File: src/rtl/mult_pkg.sv
// Shared types and helpers for the sequential shift-add multiplier.
// Latency: n/a (package only).
// Backpressure: n/a (package only).
package mult_pkg;

  // Controller states: one ADD and one SHIFT per multiplier bit, then one DONE cycle.
  typedef enum logic [1:0] {
    ST_IDLE  = 2'd0,
    ST_ADD   = 2'd1,
    ST_SHIFT = 2'd2,
    ST_DONE  = 2'd3
  } mult_state_t;

  // Bit counter must hold values 0..w inclusive.
  function automatic int cnt_width(input int w);
    return $clog2(w + 1);
  endfunction

endpackage

File: src/rtl/mult_addsub.sv
// Combinational N-bit adder/subtractor: y = a + b, or a - b when sub=1.
// Latency: 0 cycles (purely combinational).
// Backpressure: none; output follows inputs.
// Ports: a, b - N-bit operands; sub - select subtract; y - N-bit result.
module mult_addsub #(
  parameter int N = 9
) (
  input  logic [N-1:0] a,
  input  logic [N-1:0] b,
  input  logic         sub,
  output logic [N-1:0] y
);

  assign y = sub ? (a - b) : (a + b);

endmodule

File: src/rtl/seq_multiplier_n.sv
// Sequential W x W shift-add multiplier (unsigned or two's-complement), product in {A,B}.
// Latency: 2W+2 cycles from accepted start back to IDLE; done pulses one cycle in DONE.
// Backpressure: none queued; start and ld_b are ignored while busy, honoured only in IDLE.
// Ports: clk, reset (sync, active-high); ld_b/start/signed_mode/din control + operand;
//        a_out/b_out/x_out product registers; busy (not IDLE); done (one-cycle pulse).
module seq_multiplier_n #(
  parameter int W = 8
) (
  input  logic         clk,
  input  logic         reset,
  input  logic         ld_b,
  input  logic         start,
  input  logic         signed_mode,
  input  logic [W-1:0] din,
  output logic [W-1:0] a_out,
  output logic [W-1:0] b_out,
  output logic         x_out,
  output logic         busy,
  output logic         done
);

  import mult_pkg::*;

  localparam int CW = cnt_width(W);

  mult_state_t   state_q, state_d;
  logic [W-1:0]  a_q, a_d;
  logic [W-1:0]  b_q, b_d;
  logic [W-1:0]  s_q, s_d;
  logic          x_q, x_d;
  logic          signed_q, signed_d;
  logic [CW-1:0] cnt_q, cnt_d;

  logic [W:0]    ext_a, ext_s, sum;
  logic          last_bit;
  logic          sub;

  // In signed mode X always equals A[W-1] between steps, so sign-extending A
  // reproduces the full {X,A} value; in unsigned mode X is the carry and A is
  // zero-extended.
  assign ext_a    = signed_q ? {a_q[W-1], a_q} : {1'b0, a_q};
  assign ext_s    = signed_q ? {s_q[W-1], s_q} : {1'b0, s_q};
  assign last_bit = (cnt_q == CW'(W - 1));
  // The multiplier MSB carries weight -2^(W-1) in two's complement.
  assign sub      = signed_q & last_bit;

  mult_addsub #(.N(W + 1)) u_addsub (
    .a   (ext_a),
    .b   (ext_s),
    .sub (sub),
    .y   (sum)
  );

  // All state in one clocked process.
  always_ff @(posedge clk) begin
    if (reset) begin
      state_q  <= ST_IDLE;
      a_q      <= '0;
      b_q      <= '0;
      s_q      <= '0;
      x_q      <= 1'b0;
      signed_q <= 1'b0;
      cnt_q    <= '0;
    end else begin
      state_q  <= state_d;
      a_q      <= a_d;
      b_q      <= b_d;
      s_q      <= s_d;
      x_q      <= x_d;
      signed_q <= signed_d;
      cnt_q    <= cnt_d;
    end
  end

  // Next-state logic; ld_b wins over start in IDLE.
  always_comb begin
    state_d = state_q;
    case (state_q)
      ST_IDLE:  if (!ld_b && start) state_d = ST_ADD;
      ST_ADD:   state_d = ST_SHIFT;
      ST_SHIFT: state_d = last_bit ? ST_DONE : ST_ADD;
      ST_DONE:  state_d = ST_IDLE;
      default:  state_d = ST_IDLE;
    endcase
  end

  // Datapath next values.
  always_comb begin
    a_d      = a_q;
    b_d      = b_q;
    s_d      = s_q;
    x_d      = x_q;
    signed_d = signed_q;
    cnt_d    = cnt_q;
    case (state_q)
      ST_IDLE: begin
        if (ld_b) begin
          b_d = din;
          a_d = '0;
          x_d = 1'b0;
        end else if (start) begin
          s_d      = din;
          signed_d = signed_mode;
          a_d      = '0;
          x_d      = 1'b0;
          cnt_d    = '0;
        end
      end
      ST_ADD: begin
        if (b_q[0]) {x_d, a_d} = sum;
      end
      ST_SHIFT: begin
        // Arithmetic shift keeps X in signed mode; unsigned shifts in zero.
        x_d   = signed_q ? x_q : 1'b0;
        a_d   = {x_q, a_q[W-1:1]};
        b_d   = {a_q[0], b_q[W-1:1]};
        cnt_d = cnt_q + CW'(1);
      end
      default: ;
    endcase
  end

  // Moore outputs.
  always_comb begin
    busy = (state_q != ST_IDLE);
    done = (state_q == ST_DONE);
  end

  assign a_out = a_q;
  assign b_out = b_q;
  assign x_out = x_q;

endmodule

File: config.mk
export PLATFORM = sky130hd
export DESIGN_NAME = seq_multiplier_n
export DESIGN_NICKNAME = d
export VERILOG_FILES = /design/src/rtl/mult_pkg.sv /design/src/rtl/mult_addsub.sv /design/src/rtl/seq_multiplier_n.sv
export SDC_FILE = /design/constraint.sdc
export NUM_CORES = 1
export LEC_CHECK = 0
export BUFFER_PORTS_ARGS = -buffer_cell sky130_fd_sc_hd__buf_2
export CAP_MARGIN = 5
export CORE_ASPECT_RATIO = 0.7
export CORE_MARGIN = 4
export CORE_UTILIZATION = 35
export CTS_CLUSTER_SIZE = 25
export DETAILED_ROUTE_END_ITERATION = 12
export GPL_ROUTABILITY_DRIVEN = 1
export PLACE_DENSITY = 0.67
export SYNTH_ARGS = -nofsm -noshare
export SYNTH_HDL_FRONTEND = slang
export SYNTH_HIERARCHICAL = 1
export SYNTH_SLANG_ARGS = --single-unit
File: constraint.sdc
create_clock -name clk -period 2.69 [get_ports clk]
set_input_delay 0.4035 -clock clk [delete_from_list [all_inputs] [get_ports clk]]
set_output_delay 0.4035 -clock clk [all_outputs]
set_load 0.02 [all_outputs]
==> flow_summary.ini, run 1 <==
[outcome]
status = completed

[worst_setup_path]
cpMostUsedCell = ha_4
critPathSlowestCell = dfxtp_4
cp.required_ns = 2.84
critPathTopFamily = compound AO/OA/AOI/OAI gates
r2r_setup_slack_ns = 0.04
worstPathMaxFanout = 3
crit_path_cell_trace = ha_4 -> and4_4 -> mux2_4 -> inv_4 -> ha_4 -> nor2b_4 -> o31a_1 -> o21ai_2 -> a21boi_1 -> xor2_1 -> a22o_1 -> nand3_2 -> a21oi_2
critPathLaunchType = flip-flop
worst-setup-path-type = reg -> reg
end_kind = flip-flop
rr_worst_depth = 13
r2r_start = cnt_q[1]$_SDFFE_PP0P_
worst-path-buf-inv = 1
arrival_ns = 2.80
crit_path_max_incr_delay_ns = 0.36
reg2reg_to = a_out[7]$_SDFFE_PP0P_

[layout]
synthToLayoutAreaGrowth_pct = 18.0
antenna_cells = 0
nets = 306
stdcell_count = 351
layout-drive-gt1-share = 0.254

[clock_network]
root_buffer = clkbuf_8
clk_path_buf_depth = 2
clock_latency_ns = 0.29
cts_buffers = 5
ctsHtreeMaxLevel = 2
cts.clk_slew.worst_paths_ns = 0.07
tritoncts = built
cts_sinks = 32

[timing]
whs_ns = 0.363
max-slew-margin-rel = 0.546
rsz0062_at_grt = yes
max_freq_mhz = 377
fin_crit_sh = 0.986
setup_tns_ns = 0
hold_violations = 0
fin_worst_skew_ns = 0.00607
slew_viol_final = 0
period_minus_slack_ns = 2.65
setup_viol = 0
tightest_slew_ns = 0.681

[detailed_routing]
viasPerCell = 5.11
drc_errors = 0
ant_nets = 0
wl_per_cell_um = 14.0
dr.pass1.iters = 4
num_vias = 1795
drtIter0Drc = 89
drt_wl_total_mm = 4.90

[synthesis]
synth_seq_area_share = 0.300
synthTopCellsByArea = dfxtp_1, ha_1, mux2i_1, nor2_1, xnor2_1
yosysWarnings = 6
ys_ff_latch = 32
avgSynthCellArea_um2 = 8.67
synth_top_cell_by_area = dfxtp_1
netlist_area_mm2 = 0.00213
async_flop_share = 0
synth_ff_type = dfxtp_1
synth_top_cells_by_count = dfxtp_1, nor2_1, mux2i_1, ha_1, a21oi_1
synth.net_count = 277
ys_types = 45
synth_most_common_cell = dfxtp_1
syn-instance-count = 246
synth_top_area_frac = 0.300
synth_edf_count = 0

[global_route]
antenna_found_initial = 0
gr-total-overflow = 0
grt_pass1_vias = 1681
grt_use_total = 0.136
grt_max_degree = 36
grt_pass1_wl_mm = 7.97

[power_and_ir_drop]
p_int_mw = 1.35
power_mw = 2.27
p_sw_uw = 926
seqPwrFrac = 0.274
pwr-share-comb = 0.521
p_sw_frac = 0.408
ir_drop_uv = 597
power_density_mw_per_mm2 = 903
pwr-share-clk = 0.205
power.leakage_nw = 1.11

[floorplan]
ios = 32
core_area_mm2 = 0.00581
die_h_um = 73.3
initial_core_util = 0.367
rows = 23
die_w_um = 101
die_area_mm2 = 0.00742

[worst_hold_path]
min_to = s_q[3]$_SDFFE_PP0P_
hold_path_depth = 3
hold_path.class = in -> reg
min_from = din[3]

[run]
drv_cap = 0

[placement]
placedCellCount = 338
dp_hpwl_mm = 3.62
routabilityCongestion = 0.823
portBuffers = 31
[flip-flops by register name (all words and copies together), names as in the netlist]
name and cells:
a_out 8, b_out 8, s_q 8, cnt_q 4, state_q 2, signed_q 1
x_out 1
[routing by layer]
| layer | global-route usage | vias up | wire length [um] |
|---|---|---|---|
| li1 | - | 915 | - |
| met1 | 0.200 | 835 | 2510 |
| met2 | 0.190 | 40 | 2080 |
| met3 | 0.0370 | 5 | 269 |
| met4 | 0.0442 | 0 | 46 |
| met5 | 0 | - | 0 |
[how the worst max path moves through the flow]
stage / start / end / slack [ns] / cells past startpoint
final: cnt_q[1]$_SDFFE_PP0P_ / a_out[7]$_SDFFE_PP0P_ / 0.04 / 13
after floorplan: cnt_q[0]$_SDFFE_PP0P_ / a_out[7]$_SDFFE_PP0P_ / 0.01 / 14
after CTS: cnt_q[0]$_SDFFE_PP0P_ / a_out[7]$_SDFFE_PP0P_ / 0.003 / 13
after global routing: cnt_q[1]$_SDFFE_PP0P_ / a_out[7]$_SDFFE_PP0P_ / -0.09 / 13
after detailed placement: cnt_q[1]$_SDFFE_PP0P_ / a_out[7]$_SDFFE_PP0P_ / -0.07 / 13
after global placement: cnt_q[1]$_SDFFE_PP0P_ / a_out[7]$_SDFFE_PP0P_ / 0.05 / 13
[cells by family (layout without fill, tap and decap cells)]
kind of cell,after synthesis,after routing,share of synthesized area
buf+inv,33,63,0.0798
fa+ha+maj,18,18,0.109
compound gates,52,52,0.173
flops,32,32,0.300
mux,19,19,0.0898
simple gates,79,79,0.195
xor+xnor,13,13,0.0534
[power groups by stage]
stage	sequential, mW	combinational, mW	clock, mW
3_5_place_dp	0.633	1.12	0
4_1_cts	0.622	1.13	0.476
6_report	0.623	1.18	0.465
3_3_place_gp	0.632	1.11	0
5_1_grt	0.638	1.31	0.495
2_1_floorplan	0.668	0.876	0
[placed cells by master, fill, tap and decap left out, types with 8 or more instances in the layout]
master,Yosys,layout
dfxtp_1,32,29
nand3_1,10,9
nand2_1,14,14
inv_1,13,12
a22o_1,9,9
buf_4,9,11
ha_1,17,15
nor2_1,28,28
a211oi_1,8,8
xnor2_1,11,11
a21oi_1,16,14
buf_2,4,31
mux2i_1,18,18
[stage by stage]
stage	worst slack (ns)	util	cell area (um^2)
2_1_floorplan	0.0145	-	2140
3_3_place_gp	0.0459	0.397	2310
3_5_place_dp	-0.0700	0.397	2310
4_1_cts	0.00297	0.417	2420
5_1_grt	-0.0912	0.433	2520
6_report	0.0370	0.433	2520
[repair_timing]
action                     in CTS  in global routing
setup buffers                   0                  5
setup endpoints to repair       3                  4
pin swaps                       0                  8
resized for setup               3                 14
hold buffers                    0                  0
[tightest hold or removal path, stage by stage]
cell     delay (ns)
buf_2          0.08
mux2i_1        0.05
nor2_1         0.08
[layout make-up]
class                   instances  area [um^2]
repair buffers                 42          238
fillers                       584         3300
flip-flops and latches         32          647
multi-input cells             181         1380
well taps                      75         93.8
clock buffers                   6         72.6
inverters                      13         51.3
clock inverters                 2         35.0
No activity file was read; power rests on OpenSTA's default activity.
==> inputs of run 2 (changes only) <==
Settings changed: CORE_MARGIN 4 to 5.
==> flow_summary.ini, run 2 (same netlist as run 1, synthesis figures left out) <==
[clock_network]
clock_latency_ns = 0.28
ctsHtreeMaxLevel = 2
root_buffer = clkbuf_8
clk_path_buf_depth = 2
cts_sinks = 32
cts.clk_slew.worst_paths_ns = 0.07
cts_buffers = 5
tritoncts = built
hold_buffers = 0

[layout]
fin_util = 0.435
fillers = 590
synthToLayoutAreaGrowth_pct = 18.7
layout_commonest_cell = buf_2
layout-drive-gt1-share = 0.272
nets = 309
layout_common_cells = buf_2, dfxtp_1, nor2_1
antenna_cells = 0

[worst_setup_path]
crit_path_cell_trace = ha_4 -> and4_4 -> mux2_4 -> inv_4 -> ha_4 -> nor2b_4 -> o31a_1 -> o21ai_2 -> nor2b_2 -> xnor2_1 -> a22o_1 -> nand3_2 -> a21oi_2
worst-setup-path-type = reg -> reg
cpMostUsedCell = ha_4
critPathTopFamily = compound AO/OA/AOI/OAI gates
crit_path_max_incr_delay_ns = 0.36
worst-path-buf-inv = 1
critPathLaunchType = flip-flop
r2r_setup_slack_ns = 0.03
critPathSlowestCell = dfxtp_2
cp.required_ns = 2.90
end_kind = flip-flop
arrival_ns = 2.87
worstPathMaxFanout = 3

[timing]
max-slew-margin-rel = 0.567
whs_ns = 0.366
setup_tns_ns = 0
tightest_slew_ns = 0.650
setup_viol = 0
max_freq_mhz = 376
fin_crit_sh = 0.988
hold_violations = 0
period_minus_slack_ns = 2.66
fin_worst_skew_ns = 0.0123
rsz0062_at_grt = yes
slew_viol_final = 0
finalWorstSetupSlack_ns = 0.0325

[detailed_routing]
num_vias = 1854
drt_wl_total_mm = 5.15
wl_met1_mm = 2.70
viasPerCell = 5.24
dr.pass1.iters = 4
drtIter0Drc = 65
highest_layer = met4
met2RoutedLength_mm = 2.19
wl_per_cell_um = 14.6
wl_met3_um = 234
ant_nets = 0
drc_errors = 0

[placement]
place_ws_ns = -0.0378
routabilityCongestion = 0.817
portBuffers = 31
dp_hpwl_mm = 3.82

[floorplan]
initial_core_util = 0.367
rows = 23
die_area_mm2 = 0.00778
die_h_um = 75.3
ios = 32
die_w_um = 103
core_area_mm2 = 0.00581

[global_route]
grt_pass1_wl_mm = 8.20
grt_use_total = 0.133
grt_max_degree = 36
antenna_found_initial = 0
grt_pass1_vias = 1758
gr-total-overflow = 0

[run]
drv_cap = 0

[outcome]
status = completed

[worst_hold_path]
hold_path.class = in -> reg

[power_and_ir_drop]
ir_drop_uv = 425
power.leakage_nw = 1.13
power_density_mw_per_mm2 = 889
## run 2: worst paths after layout
check	startpoint	to	cells past startpoint
worst max-delay path	cnt_q[1]$_SDFFE_PP0P_	a_out[5]$_SDFFE_PP0P_	13
worst min-delay path	din[2]	s_q[2]$_SDFFE_PP0P_	3
worst max register to register	cnt_q[1]$_SDFFE_PP0P_	a_out[5]$_SDFFE_PP0P_	13
worst min register to register	a_out[6]$_SDFFE_PP0P_	a_out[6]$_SDFFE_PP0P_	2
## run 2: metal layers
layer  vias up  GRT usage
li1        918          -
met1       889      0.191
met2        42      0.210
met3         5     0.0284
met4         0     0.0216
met5         -          0
## run 2: tightest hold or removal path: stages
cell and delay, ns:
buf_2 0.09, mux2i_1 0.06, nor2_1 0.07
## run 2: where the power goes
| group | switching, mW | total, mW | internal [mW] |
|---|---|---|---|
| logic | 0.685 | 1.23 | 0.544 |
| clock network | 0.187 | 0.392 | 0.204 |
| registers | 0.0796 | 0.628 | 0.549 |
## run 2: area by class of cell
class                   count  area [um^2]  area share
well taps                  75         93.8      0.0371
repair buffers             45          260       0.103
clock inverters             2         10.0     0.00396
flip-flops and latches     32          644       0.255
multi-input cells         181         1390       0.548
inverters                  13         51.3      0.0203
clock buffers               6         82.6      0.0326
## run 2: metrics by stage
stage	cells	power, mW	instance area (um^2)
2_1_floorplan	246	1.54	2140
3_3_place_gp	340	1.75	2320
3_5_place_dp	340	1.77	2320
4_1_cts	348	2.18	2420
5_1_grt	354	2.41	2530
6_report	354	2.25	2530
## run 2: what timing repair did
action / 4_1_cts / 5_1_grt
setup buffers: 0 / 6
pin swaps: 0 / 11
setup endpoints to repair: 4 / 4
gates resized for setup: 4 / 15
